===== src/rtl/bandgap_trim_ctrl.sv =====
// Bandgap reference sequencer: power-up, SAR trim calibration against an
// external comparator, buffer op-amp enable, then hold ready.
module bandgap_trim_ctrl #(
  parameter int TRIM_W      = 6,
  parameter int STARTUP_TMO = 256,
  parameter int CMP_WAIT    = 16,
  parameter int BUF_WAIT    = 64
) (
  input  logic              clk,
  input  logic              rst,
  input  logic              start,
  input  logic              stop,
  input  logic              cal_bypass,
  input  logic [TRIM_W-1:0] trim_in,
  input  logic              pgood,
  input  logic              cmp_hi,
  output logic              bg_en,
  output logic              buf_en,
  output logic [TRIM_W-1:0] trim,
  output logic              busy,
  output logic              ready,
  output logic              fail
);

  localparam int CNT_MAX = (STARTUP_TMO > CMP_WAIT)
                         ? ((STARTUP_TMO > BUF_WAIT) ? STARTUP_TMO : BUF_WAIT)
                         : ((CMP_WAIT > BUF_WAIT) ? CMP_WAIT : BUF_WAIT);
  localparam int CNT_W   = (CNT_MAX > 2) ? $clog2(CNT_MAX) : 1;
  localparam int BIT_W   = (TRIM_W > 2) ? $clog2(TRIM_W) : 1;

  typedef logic [CNT_W-1:0]  cnt_t;
  typedef logic [BIT_W-1:0]  bit_t;
  typedef logic [TRIM_W-1:0] trim_t;

  localparam cnt_t  STARTUP_LAST = cnt_t'(STARTUP_TMO - 1);
  localparam cnt_t  CMP_LAST     = cnt_t'(CMP_WAIT - 1);
  localparam cnt_t  BUF_LAST     = cnt_t'(BUF_WAIT - 1);
  localparam bit_t  BIT_TOP      = bit_t'(TRIM_W - 1);
  localparam trim_t TRIM_MID     = trim_t'(1) << (TRIM_W - 1);

  typedef enum logic [2:0] {
    S_IDLE,
    S_STARTUP,
    S_SWEEP,
    S_BUF_SETTLE,
    S_READY,
    S_FAIL
  } state_e;

  state_e state_q, state_d;
  cnt_t   cnt_q, cnt_d;
  bit_t   bit_q, bit_d;
  logic   byp_q, byp_d;
  trim_t  tin_q, tin_d;
  trim_t  trim_q, trim_d;

  logic   bg_en_q, bg_en_d;
  logic   buf_en_q, buf_en_d;
  logic   busy_q, busy_d;
  logic   ready_q, ready_d;
  logic   fail_q, fail_d;

  trim_t  bit_mask;
  assign bit_mask = trim_t'(1) << bit_q;

  // NOTE: every register uses non-blocking assignments so all flops update
  // from the same pre-edge values, regardless of statement order.
  always_ff @(posedge clk or posedge rst) begin
    if (rst) begin
      state_q  <= S_IDLE;
      cnt_q    <= '0;
      bit_q    <= '0;
      byp_q    <= 1'b0;
      tin_q    <= '0;
      trim_q   <= '0;
      bg_en_q  <= 1'b0;
      buf_en_q <= 1'b0;
      busy_q   <= 1'b0;
      ready_q  <= 1'b0;
      fail_q   <= 1'b0;
    end else begin
      state_q  <= state_d;
      cnt_q    <= cnt_d;
      bit_q    <= bit_d;
      byp_q    <= byp_d;
      tin_q    <= tin_d;
      trim_q   <= trim_d;
      bg_en_q  <= bg_en_d;
      buf_en_q <= buf_en_d;
      busy_q   <= busy_d;
      ready_q  <= ready_d;
      fail_q   <= fail_d;
    end
  end

  // NOTE: every signal gets its hold value first so no path through the case
  // leaves one unassigned, which would otherwise infer a latch.
  always_comb begin
    state_d = state_q;
    cnt_d   = cnt_q;
    bit_d   = bit_q;
    byp_d   = byp_q;
    tin_d   = tin_q;
    trim_d  = trim_q;

    if (stop) begin
      state_d = S_IDLE;
    end else begin
      unique case (state_q)
        S_IDLE, S_FAIL: begin
          if (start) begin
            state_d = S_STARTUP;
            cnt_d   = '0;
            byp_d   = cal_bypass;
            tin_d   = trim_in;
          end
        end

        S_STARTUP: begin
          if (pgood) begin
            cnt_d = '0;
            if (byp_q) begin
              state_d = S_BUF_SETTLE;
              trim_d  = tin_q;
            end else begin
              state_d = S_SWEEP;
              trim_d  = TRIM_MID;
              bit_d   = BIT_TOP;
            end
          end else if (cnt_q == STARTUP_LAST) begin
            state_d = S_FAIL;
          end else begin
            cnt_d = cnt_q + cnt_t'(1);
          end
        end

        // Each bit: clear it if the comparator says too high, then probe the next.
        S_SWEEP: begin
          if (!pgood) begin
            state_d = S_FAIL;
          end else if (cnt_q == CMP_LAST) begin
            cnt_d  = '0;
            trim_d = (trim_q & ~(cmp_hi ? bit_mask : '0)) | (bit_mask >> 1);
            if (bit_q != '0) begin
              bit_d = bit_q - bit_t'(1);
            end else begin
              state_d = S_BUF_SETTLE;
            end
          end else begin
            cnt_d = cnt_q + cnt_t'(1);
          end
        end

        S_BUF_SETTLE: begin
          if (!pgood) begin
            state_d = S_FAIL;
          end else if (cnt_q == BUF_LAST) begin
            state_d = S_READY;
          end else begin
            cnt_d = cnt_q + cnt_t'(1);
          end
        end

        S_READY: begin
          if (!pgood) state_d = S_FAIL;
        end

        default: state_d = S_IDLE;
      endcase
    end
  end

  // Outputs are decoded from the next state so they register alongside it.
  always_comb begin
    bg_en_d  = 1'b0;
    buf_en_d = 1'b0;
    busy_d   = 1'b0;
    ready_d  = 1'b0;
    fail_d   = 1'b0;
    unique case (state_d)
      S_STARTUP: begin
        bg_en_d = 1'b1;
        busy_d  = 1'b1;
      end
      S_SWEEP: begin
        bg_en_d = 1'b1;
        busy_d  = 1'b1;
      end
      S_BUF_SETTLE: begin
        bg_en_d  = 1'b1;
        buf_en_d = 1'b1;
        busy_d   = 1'b1;
      end
      S_READY: begin
        bg_en_d  = 1'b1;
        buf_en_d = 1'b1;
        ready_d  = 1'b1;
      end
      S_FAIL:  fail_d = 1'b1;
      default: ;
    endcase
  end

  assign bg_en  = bg_en_q;
  assign buf_en = buf_en_q;
  assign trim   = trim_q;
  assign busy   = busy_q;
  assign ready  = ready_q;
  assign fail   = fail_q;

endmodule


===== config.mk =====
export PLATFORM = sky130hd
export DESIGN_NAME = bandgap_trim_ctrl
export DESIGN_NICKNAME = d
export VERILOG_FILES = /design/src/rtl/bandgap_trim_ctrl.sv
export SDC_FILE = /design/constraint.sdc
export NUM_CORES = 1
export LEC_CHECK = 0
export BUFFER_PORTS_ARGS = -buffer_cell sky130_fd_sc_hd__buf_2
export CAP_MARGIN = 10
export CORE_MARGIN = 3
export CORE_UTILIZATION = 60
export CTS_CLUSTER_SIZE = 12
export DETAILED_ROUTE_END_ITERATION = 16
export GPL_TIMING_DRIVEN = 0
export PLACE_DENSITY = 0.81
export SYNTH_ARGS = -nofsm -noshare
export SYNTH_HDL_FRONTEND = slang
export SYNTH_SLANG_ARGS = --single-unit

===== constraint.sdc =====
create_clock -name clk -period 3.43 [get_ports clk]
set_input_delay 0.686 -clock clk [delete_from_list [all_inputs] [get_ports clk]]
set_output_delay 0.686 -clock clk [all_outputs]
set_load 0.05 [all_outputs]

==> metrics, run 1 <==
Worst VDD drop=0.000364 V; outcome=finished clean; root buf cell=clkbuf_4; layout cells sized above 1=22.6%; sequential cell area=~800 um^2; largest net degree at the start of global routing=33; # Post-CTS Setup Buffers=0; Core ar.=2810 um^2; port buffer count=23; Post-synth ARST share=100%; register bit total from synthesis=32; placer congestion estimate=0.946; Top Layer Used=met4; initial antenna violation count=0; Ant. Diodes=0; Syn Nets=205; largest area contributor in the netlist=dfrtp_1; post-synthesis compound-gate area fraction=20.3%; Die Wd=60.8 um; mapped cell area=between 1500 and 2000 um^2; commonest non-fill, non-tap cell in the layout=dfrtp_1; RSZ-0062 raised after global routing=false; Die ar.=3700 um^2; f_max=0.452 GHz; min-delay worst type=input pin to asynchronous set/reset pin; Max stage delay on crit path=610 ps; Main synth FF type=dfrtp_1; total power=between 0.001 and 0.0015 W; xor and xnor area share after synthesis=0.486%; Filler Cells Inserted=231; # IOs=24; RR Startpoint=cnt_q[0]; clk buf depth=2; row count=19; metal3 WL=roughly 310 um; period utilisation layout=64.6%; CTS resizes=0; crit path launch type=flop; pre-CTS WS=between 1000 and 1500 ps; GRT Util Overall=25.5%; largest family of logic cells by synthesized area=compound AO/OA/AOI/OAI gates; hold_buf cts=0; fin nets=236; vias in the first global route=1433; area share of the largest cell type after synthesis=44.4%; gr ovfl total=0; drt drc=0; Pleak=approximately 0.98 nW; most frequent cells in the layout=dfrtp_1 (32), buf_2 (25), o21ai_0 (17), nor2_1 (13); kind of cell adding the most delay to the critical path=simple AND/OR/NAND/NOR gates; CTS tree=done; setup violators final=0; worst slew pin tran=689 ps; routed length per instance=16.5 um; htree depth=2; post-synthesis cell count=186; number of CTS-inserted buffers=5; clock latency on the worst-skew pair=~340 ps; Synth-to-Final Area Change=13.7%; Synth area leaders=dfrtp_1 (44%), mux2_2 (5.0%), o21ai_0 (4.7%), ha_1 (4.2%), a31oi_1 (3.8%); clk_skew=about 11 ps; post-synthesis sequential area ratio=44.4%; via count=1551; WP buf/inv=0; footprint of the multi-input gates=between 900 and 1000 um^2; Initial Utilization=64.3%; CP cell instances=ha_1 -> and4b_1 -> a21oi_1 -> o21a_1 -> nor4b_2 -> mux2_2; Max Cap Violations=0; Synth Area in Simple Gates=around a fifth; yosys warns=0; adder-cell share of the synthesized area=around 4.2%; R2R Setup Slk=roughly 1200 ps; crit path max fanout=7; Slew headroom=a little over half; clk slew on worst S/H paths=90 ps; met2 wire length=1.94 mm; final setup margin=around 1200 ps; DR iter-0 viols=102; Post-synth EDFFs=0; wl on met1=around 1.8 mm; cell at the slowest stage of the critical path=nor4b_2; Worst Setup Path Type=flop to flop; drt pass-1 iters=4; Post-Route WL=slightly above 4 mm; Worst R2R Path Depth=6; Final Max Tran Viols=0; first-pass GRT wire length=6.89 mm; Final ANT Viol Nets=0; Final min period=around 2200 ps; Worst Path Arrival=approximately 2500 ps; Via density=6.25; die height=60.8 um; crit path capture type=flop; post-synthesis mux area share=5.55%; hpwl dp=between 2 and 3 mm; Hold Fails Final Rpt=0; CP Data Required Time=3710 ps; setup tns final=0 ps; R2R Path End=cnt_q[0]; Cell Pwr Density=539 nW/um^2; post-synth cell types=44; syn_area_per_cell=9.69 um^2; clock sinks=32
## state kept, by name (all words and copies together), names as in the netlist
register,flops
bg_en,1
bit_q,3
buf_en,1
busy,1
byp_q,1
cnt_q,8
fail,1
ready,1
state_q,3
tin_q,6
trim,6
## where the power goes
| group | switching [W] | total [W] | internal, W |
|---|---|---|---|
| registers | 0.0000416 | 0.000488 | 0.000447 |
| clock network | 0.000123 | 0.000239 | 0.000116 |
| logic | 0.000261 | 0.000378 | 0.000117 |
## final cells by class
class	count	area share, %
Inverter	11	2.01
Tap cell	31	1.89
Buffer	9	2.14
Timing Repair Buffer	24	6.96
Clock buffer	7	3.17
Multi-Input combinational cell	134	44.7
Sequential cell	32	39.1
## how the worst max path moves through the flow
| stage | depth (start not counted) | end | startpoint |
|---|---|---|---|
| final | 6 | cnt_q[0] | cnt_q[0] |
| after CTS | 6 | cnt_q[0] | cnt_q[0] |
| after global placement | 7 | cnt_q[3] | pgood |
| after detailed placement | 7 | cnt_q[3] | pgood |
| after global routing | 6 | cnt_q[3] | cnt_q[0] |
| after floorplan | 6 | cnt_q[4] | pgood |
## through the flow
step | instance area, um^2 | hold WS (ps) | util [%] | instances
3_3_place_gp | 1960 | 487 | 69.8 | 240
5_1_grt | 2050 | 389 | 73.1 | 248
4_1_cts | 2020 | 512 | 72.1 | 247
3_5_place_dp | 1960 | 491 | 69.8 | 240
6_report | 2050 | 363 | 73.1 | 248
2_1_floorplan | 1800 | 479 | - | 186
## routing by layer
metal | up-vias | track usage (%)
met5 | - | 0
met4 | 0 | 9.91
met3 | 10 | 6.38
met2 | 57 | 37.7
met1 | 735 | 35.8
li1 | 749 | -
## logic make-up after synthesis
group,after synthesis
mux,9
buf+inv,20
flops,32
fa+ha+maj,6
simple gates,62
xor+xnor,1
compound gates,56
## cell usage after synthesis (4+ instances only)
master and n:
a21oi_1 8, a221o_1 5, a31oi_1 11, and3_1 6, and4_1 4, clkbuf_1 6, dfrtp_1 32, ha_1 6
inv_1 11, mux2_2 8, nand2_1 4, nand3_1 6, nor2_1 13, nor2b_1 6, nor3_1 4, o21ai_0 17
or2_2 4
(Power assumes the default switching activity.)
==> inputs of run 2 (changes only) <==
--- a/config.mk
+++ b/config.mk
@@ -5,14 +5,15 @@
 export SDC_FILE = /design/constraint.sdc
 export NUM_CORES = 1
 export LEC_CHECK = 0
+export ABC_AREA = 1
 export BUFFER_PORTS_ARGS = -buffer_cell sky130_fd_sc_hd__buf_2
 export CAP_MARGIN = 10
 export CORE_MARGIN = 3
-export CORE_UTILIZATION = 60
+export CORE_UTILIZATION = 52
 export CTS_CLUSTER_SIZE = 12
 export DETAILED_ROUTE_END_ITERATION = 16
 export GPL_TIMING_DRIVEN = 0
-export PLACE_DENSITY = 0.81
+export PLACE_DENSITY = 0.73
 export SYNTH_ARGS = -nofsm -noshare
 export SYNTH_HDL_FRONTEND = slang
 export SYNTH_SLANG_ARGS = --single-unit
==> constraint.sdc (replaced) <==
create_clock -name clk -period 1.86 [get_ports clk]
set_input_delay 0.372 -clock clk [delete_from_list [all_inputs] [get_ports clk]]
set_output_delay 0.372 -clock clk [all_outputs]
set_load 0.05 [all_outputs]
==> run 2 against run 1 <==
First-iteration DRC count fell by 17%. Sequential share of layout area fell by 4.0 points. Sequential power rose by 100%. Clock power rose to 3.1 times the previous value. Design area rose by 11%. Power rose by 150%. Via count rose by 9.4%. Register-to-register slack got worse by 970 ps. Critical path type unchanged. Critical endpoint is now trim[3]. Highest routed layer unchanged.
==> metrics, run 2 <==
row count=21 (+2); drt drc=0 (unchanged); Most flops, register=cnt_q; final setup margin=247 ps (-969 ps); clk slew on worst S/H paths=70 ps (-20 ps); GRT Util Overall=21.1% (-4.4 points); die height=67.3 um (+11%); CTS tree=done; hpwl dp=3.07 mm (+2.7%); initial antenna violation count=0 (unchanged); RSZ-0062 raised after global routing=false; most frequent cells in the layout=nand2_1 (84), dfrtp_1 (32), inv_1 (27), buf_2 (24), nand3_1 (19); clk buf depth=2 (unchanged); routed length per instance=12.4 um (-25%); Ant. Diodes=0 (unchanged); R2R Path End=trim[3]; gr ovfl total=0 (unchanged); period utilisation layout=86.7% (+22 points); post-synth cell types=30 (-32%); vias in the first global route=1576 (+10%); Slew headroom=67.4% (+13 points); htree depth=2 (unchanged); # Post-CTS Setup Buffers=0 (unchanged); Via density=5.05 (-19%); count leader, synth=nand2_1; port buffer count=23 (unchanged); Syn Nets=277 (+35%); Synth-to-Final Area Change=16.7%; Initial Utilization=56.4% (-7.9 points); worst slew pin tran=489 ps (-200 ps); Pleak=1.24 nW (+27%); Filler Cells Inserted=315 (+36%); Die ar.=4540 um^2 (+23%); Cell Pwr Density=1190 nW/um^2 (+120%); drt pass-1 iters=4 (unchanged); Core ar.=3470 um^2 (+24%); crit path capture type=flop; largest net degree at the start of global routing=33 (unchanged); largest area contributor in the netlist=dfrtp_1; Final min period=1610 ps (-601 ps); Post-Route WL=4.17 mm (+1.9%); Final ANT Viol Nets=0 (unchanged); Synth area leaders=dfrtp_1 (41%), nand2_1 (16%), inv_1 (5.2%), nand3_1 (4.9%), ha_1 (3.8%); number of CTS-inserted buffers=5 (unchanged); setup tns final=0 ps (unchanged); post-synthesis cell count=258 (+39%); DR iter-0 viols=85 (-17%); Post-synth ARST share=100% (unchanged); Die Wd=67.3 um (+11%); pre-CTS WS=258 ps (-871 ps); via count=1697 (+9.4%); synth cell count leaders=nand2_1 (84), dfrtp_1 (32), inv_1 (27); mapped cell area=1960 um^2 (+8.5%); Worst VDD drop=0.000620 V (+70%); commonest non-fill, non-tap cell in the layout=nand2_1; R2R Setup Slk=250 ps (-970 ps); min-delay worst type=input pin to asynchronous set/reset pin; outcome=finished clean; root buf cell=clkbuf_8; clock latency on the worst-skew pair=300 ps (-40 ps); CP Data Required Time=2040 ps (-1670 ps); Worst R2R Path Depth=9 (+3); crit path launch type=flop; syn_area_per_cell=7.58 um^2 (-22%); RR Startpoint=cnt_q[0]; Main synth FF type=dfrtp_1; Worst Setup Path Type=flop to flop; post-synthesis sequential area ratio=40.9% (-3.5 points); Final Max Tran Viols=0 (unchanged); crit path max fanout=10 (+3); CTS resizes=0 (unchanged); Hold Fails Final Rpt=0 (unchanged); register bit total from synthesis=32 (unchanged); area share of the largest cell type after synthesis=40.9% (-3.5 points); fin nets=308 (+31%); layout cells sized above 1=23.1% (+0.52 points); setup violators final=0 (unchanged); yosys warns=0 (unchanged); Post-synth EDFFs=0 (unchanged); Largest register FFs=8 (unchanged); clock sinks=32 (unchanged); first-pass GRT wire length=6.91 mm (+0.19%); placer congestion estimate=0.828 (-12%); clk_skew=6.76 ps (-4.53 ps); # IOs=24 (unchanged); Worst Path Arrival=1800 ps (-690 ps); f_max=0.620 GHz (+37%); hold_buf cts=0 (unchanged); Max Cap Violations=0 (unchanged)
==> run 2: cell types whose count changed after synthesis, moves of 7 or more <==
| cell | previous run | this run |
|---|---|---|
| a31oi_1 | 11 | 1 |
| nand2_1 | 4 | 84 |
| mux2_2 | 8 | 0 |
| nand3_1 | 6 | 19 |
| inv_1 | 11 | 27 |
| o21ai_0 | 17 | 10 |
| o21ai_1 | 2 | 12 |
==> run 2: worst max-delay path by stage <==
stage | cells after the start | from | slack, ps | end
CTS | 9 | cnt_q[0] | 240 | trim[3]
detailed placement | 9 | cnt_q[0] | 260 | trim[3]
floorplan | 9 | cnt_q[0] | 390 | trim[4]
finish | 9 | cnt_q[0] | 250 | trim[3]
global route | 9 | cnt_q[0] | 50 | bg_en
global placement | 8 | cnt_q[0] | 260 | cnt_q[7]
==> run 2: cell families (layout without fill, tap and decap cells) <==
family / count (synthesis) / count (layout) / synth area share [%]
XOR/XNOR: 4 / 4 / 1.79
adder cells (fa/ha/maj): 6 / 6 / 3.84
AO/OA/AOI/OAI: 35 / 35 / 10.5
AND/OR/NAND/NOR: 144 / 144 / 35.1
flip-flops: 32 / 32 / 40.9
buffers and inverters: 37 / 69 / 7.86
==> run 2: metal layers <==
layer  up-vias  global-route usage, %  wire [um]
met2        22                   32.0       1850
met3         5                   6.49        149
li1        889                      -          -
met4         0                   7.85         58
met5         -                      0          0
met1       781                   28.1       2120
==> run 2: layout make-up <==
class | count | area (um^2) | area share, %
multi-input cells | 189 | 1000 | 43.9
flip-flops and latches | 32 | 801 | 35.1
repair buffers | 24 | 143 | 6.25
inverters | 34 | 130 | 5.70
clock buffers | 7 | 96.3 | 4.22
well taps | 46 | 57.6 | 2.52
clock inverters | 1 | 30.0 | 1.32
plain buffers | 3 | 23.8 | 1.04
==> run 2: report_power, final <==
part	total (W)	switching [W]	internal (W)
combinational	0.000979	0.000671	0.000308
clock	0.000742	0.000269	0.000472
sequential	0.000992	0.000140	0.000852
total	0.00271	0.00108	0.00163
==> run 2: critical path, cell delays in order, from the launching register on <==
cell and delay [ps]:
dfrtp_1 410, ha_1 220, nand3_2 180, nor2_4 180, nor2_2 70, nor2_4 100, nand2_2 60, buf_6 150
nand2_1 70, o21ai_2 60
==> run 2: metrics by stage <==
stage / hold slack [ps] / power, W / cell area (um^2) / util, % / cells
final: 86.3 / 0.00271 / 2280 / 65.8 / 336
after floorplan: 438 / 0.00174 / 1960 / - / 258
after global routing: 114 / 0.00290 / 2280 / 65.8 / 336
after CTS: 281 / 0.00273 / 2260 / 65.0 / 335
after global placement: 487 / 0.00195 / 2130 / 61.4 / 327
after detailed placement: 493 / 0.00197 / 2130 / 61.4 / 327
==> inputs of run 3 (changes only) <==
--- a/config.mk
+++ b/config.mk
@@ -9,11 +9,11 @@
 export BUFFER_PORTS_ARGS = -buffer_cell sky130_fd_sc_hd__buf_2
 export CAP_MARGIN = 10
 export CORE_MARGIN = 3
-export CORE_UTILIZATION = 52
+export CORE_UTILIZATION = 40
 export CTS_CLUSTER_SIZE = 12
 export DETAILED_ROUTE_END_ITERATION = 16
 export GPL_TIMING_DRIVEN = 0
-export PLACE_DENSITY = 0.73
+export PLACE_DENSITY = 0.59
 export SYNTH_ARGS = -nofsm -noshare
 export SYNTH_HDL_FRONTEND = slang
 export SYNTH_SLANG_ARGS = --single-unit
==> run 3 against run 2 <==
Design area fell by 0.44%. Critical path type unchanged. Largest cell class unchanged. Hold slack improved by 93 ps. Core utilization fell by 16 points.
==> metrics, run 3 (same netlist as run 2, synthesis figures left out) <==
GRT Util Overall=15.9% (-5.2 points); drt drc=0 (unchanged); Worst VDD drop=0.000523 V (-16%); routed length per instance=11.6 um (-6.6%); Largest register FFs=8 (unchanged); Synth-to-Final Area Change=16.2%; Die Wd=75.9 um (+13%); period utilisation layout=87.3% (+0.55 points); final setup margin=236 ps (-10.3 ps); via count=1652 (-2.7%); CP Data Required Time=2040 ps (about the same); first-pass GRT wire length=7.51 mm (+8.7%); # Post-CTS Setup Buffers=0 (unchanged); hold_buf cts=0 (unchanged); CTS tree=done; Filler Cells Inserted=453 (+44%); clock latency on the worst-skew pair=290 ps (about the same); vias in the first global route=1647 (+4.5%); Max stage delay on crit path=410 ps (about the same); Post-Route WL=4.12 mm (-1.3%); sequential cell area=801 um^2 (unchanged); setup violators final=0 (unchanged); Max Cap Violations=0 (unchanged); footprint of the multi-input gates=1000 um^2 (unchanged); outcome=finished clean; htree depth=2 (unchanged); crit path launch type=flop; pre-CTS WS=245 ps (-13.4 ps); clk_skew=5.33 ps (-1.43 ps); initial antenna violation count=0 (unchanged); layout cells sized above 1=23.1% (unchanged); hpwl dp=3.23 mm (+5.5%); min-delay worst type=input pin to asynchronous set/reset pin; port buffer count=23 (unchanged); Final min period=1620 ps (+10.3 ps); Final Max Tran Viols=0 (unchanged); Die ar.=5770 um^2 (+27%); crit path max fanout=5 (-5); number of CTS-inserted buffers=5 (unchanged); die height=75.9 um (+13%); clk buf depth=2 (unchanged); Worst Setup Path Type=flop to flop; cell at the slowest stage of the critical path=dfrtp_1; CTS resizes=0 (unchanged); Layout Cells excl Fill=355 (+5.7%); setup tns final=0 ps (unchanged); clock sinks=32 (unchanged); Final ANT Viol Nets=0 (unchanged); fin nets=308 (unchanged); placer congestion estimate=0.784 (-5.3%); Top Usage Layer GRT=met2; DR iter-0 viols=75 (-12%); row count=24 (+14%); M3 GR Usage=3.91% (-2.6 points); CP cell instances=ha_1 -> nand3_2 -> nor2_4 -> nor2_2 -> nor2_4 -> nand2_1 -> nand3b_1 -> nand2_1; DP Cell Count=347 (+6.1%); Ant. Diodes=0 (unchanged); Core ar.=4530 um^2 (+31%); Hold WS=179 ps (+92.9 ps); Slew headroom=53.8% (-14 points); Initial Utilization=43.2% (-13 points); most frequent cells in the layout=nand2_1 (84), dfrtp_1 (32), inv_1 (27), buf_2 (24), nand3_1 (19); worst slew pin tran=692 ps (+203 ps); RSZ-0062 raised after global routing=false; Worst Path Arrival=1800 ps (about the same); GR Util met2=25.0% (-7.0 points); largest net degree at the start of global routing=18 (-45%); Hold Fails Final Rpt=0 (unchanged); # IOs=24 (unchanged); clk slew on worst S/H paths=80 ps (about the same); commonest non-fill, non-tap cell in the layout=nand2_1; f_max=0.616 GHz (-0.63%); crit path capture type=flop; Cell Pwr Density=1110 nW/um^2 (-6.8%); met1 Use GR=22.0% (-6.1 points); root buf cell=clkbuf_8; Via density=4.65 (-7.9%); drt pass-1 iters=4 (unchanged); Pleak=1.22 nW (-1.9%); Most flops, register=cnt_q; gr ovfl total=0 (unchanged)
## run 3: changes by cell type in the layout (fill, tap and decap cells not counted), sizes merged
cell	previous run	this run
clkbuf	7	5
clkinvlp	0	2
bufinv	1	0
clkinv	0	1
## run 3: final timing paths
| check | from | to | slack [ps] | cells after the start |
|---|---|---|---|---|
| hold / removal | rst | cnt_q[4] | 180 | 2 |
| max in group asynchronous | rst | bit_q[2] | 1150 | 3 |
| setup reg to reg | cnt_q[0] | cnt_q[0] | 240 | 8 |
| min in group clk | stop | state_q[0] | 290 | 2 |
| setup / recovery | cnt_q[0] | cnt_q[0] | 240 | 8 |
| hold reg to reg | trim[4] | trim[4] | 510 | 2 |
## run 3: where the power goes
group          total (W)  internal [W]  switching (W)  leakage [nW]
Combinational   0.000975      0.000307       0.000668         0.757
Sequential      0.000986      0.000851       0.000135         0.420
Clock           0.000556      0.000265       0.000292        0.0404
Total            0.00252       0.00142        0.00109          1.22
## run 3: metal layers
layer	wire length, um	up-vias
li1	-	886
met1	2140	744
met2	1840	16
met3	100	6
met4	42	0
met5	0	-
## run 3: layout make-up
type	count	share of cell area [%]
buffer	3	1.05
inverter	34	5.72
clock inverter	3	1.05
multi-input combinational	189	44.1
sequential	32	35.2
timing repair buffer	24	6.27
tap	65	3.58
clock buffer	5	3.03
## run 3: critical path, delay by kind of cell, from the launching register on
family,cells,cell delay (ps)
adders and majority gates,1,230
DFF,1,410
and+or+nand+nor,7,890
## run 3: through the flow
step                      utilization [%]  total power [W]  instance area (um^2)
after floorplan                         -          0.00174                  1960
after global placement               47.5          0.00196                  2150
after detailed placement             48.1          0.00199                  2180
after CTS                            50.1          0.00256                  2270
after global routing                 50.1          0.00273                  2270
final                                50.1          0.00252                  2270
